File: src/rtl/fifo_arbiter_pkg.sv
// Shared definitions for the fifo_arbiter slice: FSM state encoding,
// port count, default word width and destination field position.
package fifo_arbiter_pkg;

    localparam int NUM_PORTS      = 4;
    localparam int DATA_WIDTH_DEF = 6;
    localparam int DEST_MSB       = DATA_WIDTH_DEF - 1;
    localparam int DEST_LSB       = DATA_WIDTH_DEF - 2;

    typedef enum logic [1:0] {
        ST_INIT   = 2'd0,
        ST_IDLE   = 2'd1,
        ST_ACTIVE = 2'd2
    } state_t;

    // Encode a one-hot (or zero) port vector into a 2-bit index; zero maps to 0.
    function automatic logic [1:0] onehot_to_idx(input logic [NUM_PORTS-1:0] oh);
        logic [1:0] idx;
        idx = '0;
        for (int i = 0; i < NUM_PORTS; i++) begin
            if (oh[i]) idx = 2'(i);
        end
        return idx;
    endfunction

endpackage

File: src/rtl/fifo_arbiter_arb_grant.sv
// Combinational grant selector for fifo_arbiter.
// Macro ARB_ROUND_ROBIN_EN: defined -> round-robin search starting at
// rr_ptr+1 (mod 4); undefined -> fixed priority, port 0 highest.
module fifo_arbiter_arb_grant (
    input  logic [3:0] req,
    input  logic [1:0] rr_ptr,
    output logic [3:0] grant
);
    import fifo_arbiter_pkg::*;

`ifdef ARB_ROUND_ROBIN_EN
    logic [1:0] idx;
    logic       found;

    // Walk the ports starting just after the last granted one; first requester wins.
    always_comb begin
        grant = '0;
        found = 1'b0;
        idx   = '0;
        for (int k = 1; k <= NUM_PORTS; k++) begin
            idx = rr_ptr + 2'(k);
            if (!found && req[idx]) begin
                grant[idx] = 1'b1;
                found      = 1'b1;
            end
        end
    end
`else
    logic found;
    logic unused_rr_ptr;

    // The pointer only matters for round-robin; fold it away here.
    assign unused_rr_ptr = ^rr_ptr;

    // Lowest-numbered requesting port wins.
    always_comb begin
        grant = '0;
        found = 1'b0;
        for (int i = 0; i < NUM_PORTS; i++) begin
            if (!found && req[i]) begin
                grant[i] = 1'b1;
                found    = 1'b1;
            end
        end
    end
`endif

endmodule

File: src/rtl/fifo_arbiter.sv
// fifo_arbiter: pops one non-empty input FIFO per cycle and routes the word
// to the output FIFO named by its top two bits, one cycle later.
// Optional macro ARB_ROUND_ROBIN_EN selects round-robin arbitration
// instead of fixed priority (port 0 highest).
//
// Handshake: pop[i] is a combinational read strobe -- the input FIFO
// advances on the edge where pop[i]=1, and pop is only raised for a port
// whose in_empty bit is low. push[d] is a registered write strobe held for
// exactly one cycle together with data_out; the output FIFO accepts on the
// edge that ends that cycle. out_almost_full is the only backpressure and
// gates pop in the same cycle; a word already in the register still goes out.
module fifo_arbiter #(
    parameter int DATA_WIDTH = fifo_arbiter_pkg::DATA_WIDTH_DEF,
    parameter int NUM_PORTS  = fifo_arbiter_pkg::NUM_PORTS
) (
    input  logic                            clk,
    input  logic                            reset_L,
    input  logic [NUM_PORTS-1:0]            in_empty,
    input  logic [NUM_PORTS*DATA_WIDTH-1:0] in_data,
    input  logic [NUM_PORTS-1:0]            out_almost_full,
    input  logic [NUM_PORTS-1:0]            out_full,
    output logic [NUM_PORTS-1:0]            pop,
    output logic [NUM_PORTS-1:0]            push,
    output logic [DATA_WIDTH-1:0]           data_out,
    output logic                            pause,
    output logic                            idle,
    output logic                            error,
    output logic [1:0]                      state_dbg
);
    import fifo_arbiter_pkg::*;

    state_t                  state;
    state_t                  state_next;
    logic [NUM_PORTS-1:0]    req;
    logic [NUM_PORTS-1:0]    grant;
    logic [1:0]              rr_ptr;
    logic [1:0]              grant_idx;
    logic [1:0]              dest;
    logic [NUM_PORTS-1:0]    dest_oh;
    logic [DATA_WIDTH-1:0]   sel_word;
    logic [NUM_PORTS-1:0]    push_q;
    logic [DATA_WIDTH-1:0]   data_q;
    logic                    error_q;

    assign pause     = |out_almost_full;
    assign req       = ~in_empty;
    assign pop       = (state == ST_ACTIVE && !pause) ? grant : '0;
    assign grant_idx = onehot_to_idx(grant);
    assign dest      = sel_word[DATA_WIDTH-1 -: 2];
    assign push      = push_q;
    assign data_out  = data_q;
    assign error     = error_q;
    assign state_dbg = state;

    fifo_arbiter_arb_grant u_arb_grant (
        .req    (req),
        .rr_ptr (rr_ptr),
        .grant  (grant)
    );

    // Mux the granted head word and decode its destination one-hot.
    always_comb begin
        sel_word = '0;
        dest_oh  = '0;
        for (int i = 0; i < NUM_PORTS; i++) begin
            if (grant[i]) sel_word = in_data[i*DATA_WIDTH +: DATA_WIDTH];
        end
        for (int i = 0; i < NUM_PORTS; i++) begin
            dest_oh[i] = (dest == 2'(i));
        end
    end

`ifdef ARB_ROUND_ROBIN_EN
    // Remember the last port popped so the next search starts after it.
    always_ff @(posedge clk or negedge reset_L) begin
        if (!reset_L) begin
            rr_ptr <= 2'd0;
        end else if (|pop) begin
            rr_ptr <= grant_idx;
        end
    end
`else
    logic unused_grant_idx;
    assign rr_ptr           = 2'd0;
    assign unused_grant_idx = ^grant_idx;
`endif

    // Transfer register: a popped word is pushed next cycle unless its target is full.
    always_ff @(posedge clk or negedge reset_L) begin
        if (!reset_L) begin
            push_q  <= '0;
            data_q  <= '0;
            error_q <= 1'b0;
        end else if (|pop) begin
            data_q <= sel_word;
            if (out_full[dest]) begin
                push_q  <= '0;
                error_q <= 1'b1;
            end else begin
                push_q <= dest_oh;
            end
        end else begin
            push_q <= '0;
        end
    end

    // FSM state register.
    always_ff @(posedge clk or negedge reset_L) begin
        if (!reset_L) begin
            state <= ST_INIT;
        end else begin
            state <= state_next;
        end
    end

    // Next-state and idle decode; ACTIVE holds until inputs are empty and the push register drained.
    always_comb begin
        state_next = state;
        idle       = 1'b0;
        case (state)
            ST_INIT: begin
                state_next = ST_IDLE;
            end
            ST_IDLE: begin
                idle = 1'b1;
                if (in_empty != {NUM_PORTS{1'b1}}) state_next = ST_ACTIVE;
            end
            ST_ACTIVE: begin
                if (in_empty == {NUM_PORTS{1'b1}} && push_q == '0) state_next = ST_IDLE;
            end
            default: begin
                state_next = ST_INIT;
            end
        endcase
    end

endmodule

File: config.mk
export PLATFORM = sky130hd
export DESIGN_NAME = fifo_arbiter
export DESIGN_NICKNAME = d
export VERILOG_FILES = /design/src/rtl/fifo_arbiter_pkg.sv /design/src/rtl/fifo_arbiter_arb_grant.sv /design/src/rtl/fifo_arbiter.sv
export SDC_FILE = /design/constraint.sdc
export NUM_CORES = 1
export LEC_CHECK = 0
export ABC_AREA = 1
export CORE_MARGIN = 3
export CORE_UTILIZATION = 60
export CTS_BUF_LIST = sky130_fd_sc_hd__clkbuf_16
export CTS_CLUSTER_SIZE = 20
export DETAILED_ROUTE_END_ITERATION = 12
export DONT_BUFFER_PORTS = 1
export HOLD_SLACK_MARGIN = 0.12
export PLACE_DENSITY = 0.76
export SLEW_MARGIN = 20
export SYNTH_ARGS = -nofsm -noshare
export SYNTH_HDL_FRONTEND = slang
export SYNTH_SLANG_ARGS = --single-unit
File: constraint.sdc
create_clock -name clk -period 1.6 [get_ports clk]
set_clock_uncertainty 0.2 [all_clocks]
set_input_delay 0.08 -clock clk [delete_from_list [all_inputs] [get_ports clk]]
set_output_delay 0.08 -clock clk [all_outputs]
set_load 0.05 [all_outputs]
==> results of run 1 <==
[cell families after synthesis]
family / Yosys count
AO/OA/AOI/OAI: 15
buffers and inverters: 19
flip-flops: 13
AND/OR/NAND/NOR: 68
[cells in the mapped netlist]
library cell / count
nor4_1: 2
a21oi_1: 2
nor2_4: 2
nand4_1: 1
nand3_2: 1
inv_1: 12
nand2_1: 28
inv_2: 5
nor2_8: 1
nand3_1: 14
nand2_4: 3
o21bai_1: 1
o21ai_2: 1
a31oi_1: 4
nor2_1: 10
buf_6: 2
nand2_2: 5
dfrtp_1: 13
nand3b_4: 1
o21ai_0: 6
o22ai_1: 1
[metrics by stage]
| step | std cells | cell area, sq um | TNS (ns) | util (%) | hold slack (ns) |
|---|---|---|---|---|---|
| 2_1_floorplan | 115 | 881 | -0.274 | - | -0.416 |
| 3_3_place_gp | 140 | 1020 | 0 | 76.3 | -0.415 |
| 3_5_place_dp | 140 | 1020 | 0 | 76.3 | -0.415 |
==> run metrics, run 1 <==
Synthesis Warnings=0; mapped cell area=868 sq um; DP Wirelength=1610 um; root buffer cell=clkbuf_16; die width=44.0 um; starting density of the core=65.1%; Synth Area in Adders=0%; number of gates resized after CTS=0; TritonCTS sink count=13; Port Buffers=0; share of the synthesized area in the top cell type=37.5%; Avg Cell Area, Syn=7.55 sq um; postcts setup bufs=0; Site Rows=13; Halt Reason=[ERROR DPL-0038] Utilization greater than 100%, impossible to legalize; Synth Area in Simple Gates=42.5%; syn nets=153; CTS max path bufs=2; pre-CTS WS=0.0861 ns; Seq/Total Area, Yosys=37.5%; fraction of synthesized area in multiplexers=0%; synthesized instance count=115; status=aborted with a tool error; Yosys cell types=21; Synth Area in XOR/XNOR=0%; main combinational cell family by area after synthesis=simple AND/OR/NAND/NOR gates; gp weighted congestion=0.833; post-synth top area cell=dfrtp_1; Yosys reg bits=13; I/O pin cnt=57; Stop stage=clock tree synthesis; H-tree levels=1; cts hold-fix bufs=24; CTS buffer count=3; die height=44.0 um; compound-cell area share of the yosys netlist=10.1%; largest cells by area after synthesis=dfrtp_1 (37%), nand2_1 (12%), nand3_1 (8.1%), inv_1 (5.2%), nor2_1 (4.3%)
==> inputs of run 2 (changes only) <==
Settings changed: CORE_AREA from default to 3 3 64 66, CORE_MARGIN 3 to default, CORE_UTILIZATION 60 to default, CTS_BUF_LIST sky130_fd_sc_hd__clkbuf_16 to default, CTS_CLUSTER_SIZE 20 to default, DIE_AREA from default to 0 0 67 69, HOLD_SLACK_MARGIN 0.12 to default, PLACE_DENSITY 0.76 to default, PLACE_DENSITY_LB_ADDON from default to 0.15.
==> run 2 against run 1 <==
  * Synthesized area stayed put
  * The flow now finishes without violations
  * Synthesized cell count stayed put
==> run metrics, run 2 <==
Post-synth EDFFs=0 (unchanged); Non-Filler Instances=198; commonest non-fill, non-tap cell in the layout=nand2_1; gr ovfl total=0; die area=4620 sq um; DR pass1 iterations=4; synthesized instance count=115 (unchanged); Synthesis Warnings=0 (unchanged); global-route wire length before repair=4090 um; Placed Cells incl. Taps=176 (+26%); I/O pin cnt=57 (unchanged); CP Data Arrival Time=1.27 ns; Seq/Total Area, Yosys=37.5% (unchanged); final setup margin=0.0533 ns; worst min-delay path class=input pin to flop; Max Cap Violations=0; peak supply drop=350 uV; worst-path maximum fanout=5; fmax=647 MHz; Yosys cell types=21 (unchanged); count leader, synth=nand2_1; max FFs per register=6; Yosys reg bits=13 (unchanged); mapped cell area=868 sq um (unchanged); DP Wirelength=1980 um (+24%); Routed Antenna Nets=0; post-synth top area cell=dfrtp_1; Clock Pin Slew Worst Setup and Hold Paths=0.05 ns; Commonest cells post-synth=nand2_1 (28), nand3_1 (14), dfrtp_1 (13); H-tree levels=1 (unchanged); vias per cell=4.44; core area=3630 sq um; die height=69 um (+57%); commonest non-fill, non-tap cells in the layout=nand2_1 (28), dlygate4sd3_1 (18), nand3_1 (14); CTS max path bufs=2 (unchanged); Slew Limit Fails=0; worst hold slack=0.0165 ns; Final Core Density=37.0%; CTS buffer count=3 (unchanged); Post-Route WL=2440 um; TritonCTS sink count=13 (unchanged); critical path type=flop to primary output; Syn-to-layout area delta=54.9%; share of the synthesized area in the top cell type=37.5% (unchanged); Pwr Total=1.54 mW; vias=880; Worst-Skew Late Latency=0.24 ns; root buffer cell=clkbuf_8; ys async rst share=100% (unchanged); starting density of the core=23.9% (-41 points); Tmin final=1.55 ns; die width=67 um (+52%); Residual DRC=0; Site Rows=22 (+9); Avg Cell Area, Syn=7.55 sq um (unchanged); share of layout cells above drive strength 1=31.3%; CP Capture Type=primary output; CP required=1.32 ns; status=completed; Tot GR Track Use=11.5%; pre-CTS WS=0.0451 ns (-0.0410 ns); pin count of the biggest net entering global routing=14; fin nets=189; Iteration-0 DRC Markers=31; vias in the first global route=909; Pleak=0.642 nW; postcts setup bufs=0 (unchanged); TritonCTS clock tree=built; final worst-path cycle share=96.7%; WL/cell=12.3 um; final setup fails=0; initial antenna violation count=0; largest cells by area after synthesis=dfrtp_1 (37%), nand2_1 (12%), nand3_1 (8.1%), inv_1 (5.2%), nor2_1 (4.3%); syn nets=153 (unchanged); antenna cells=0; Startpoint Class=flop; main flop type after synthesis=dfrtp_1; Hold Fails Final Rpt=0; Slew headroom=60.8%; Port Buffers=0 (unchanged); Least-Margin Pin Slew=0.587 ns; gp weighted congestion=0.749 (-10%); PwrDens=1140 nW/um^2
## run 2: metrics by stage
step	instance area (sq um)	setup TNS, ns
floorplan	881	-0.274
global placement	1080	0
detailed placement	1080	0
CTS	1310	0
global route	1350	-0.0206
finish	1350	0
## run 2: kinds of logic after synthesis
family                 count (synthesis)  synth area share [%]
AOI/OAI and AO/OA                     15                  10.1
buffers and inverters                 19                  9.94
DFF                                   13                  37.5
and+or+nand+nor                       68                  42.5
## run 2: metal layers
metal	global-route usage (%)	wire length, um	up-vias
met5	0	0	-
met2	17.9	1250	31
met1	15.2	1020	399
li1	-	-	445
met4	5.41	42	0
met3	1.95	129	5
## run 2: report_power, final
group / total (mW) / internal (mW) / switching, mW
Clock: 0.287 / 0.176 / 0.111
Combinational: 0.701 / 0.214 / 0.487
Sequential: 0.551 / 0.420 / 0.132
Total: 1.54 / 0.809 / 0.730
## run 2: worst max-delay path: stages, from the launching register on
cell	delay, ns
dfrtp_2	0.39
nor2_1	0.09
inv_1	0.08
nor2_4	0.12
inv_4	0.09
nor2_4	0.11
buf_12	0.14
## run 2: path summary, 6_finish.rpt
check | depth (start not counted) | from | slack [ns] | to
worst max-delay path | 6 | state_dbg[0] | 0.05 | pop[1]
worst min-delay path | 5 | in_data[5] | 0.02 | push[0]
worst max register to register | 8 | state_dbg[0] | 0.11 | data_out[4]
worst min register to register | 2 | data_out[1] | 0.29 | data_out[1]
max in group asynchronous | 1 | reset_L | 0.70 | state_dbg[0]
min in group asynchronous | 1 | reset_L | 0.08 | data_out[5]
## run 2: what timing repair did
item / 4_1_cts / 5_1_grt
endpoints found under the hold margin: 25 / 0
pin swaps: 0 / 0
resized for setup: 1 / 8
hold buffers: 18 / 0
setup endpoints to repair: 4 / 7
## run 2: cell type report
type	count	area, sq um
inverter	17	68.8
sequential	13	328
multi-input combinational	83	500
clock buffer	4	45.0
tap	48	60.1
fill	389	2290
timing repair buffer	33	343
No activity file was read; power rests on OpenSTA's default activity.
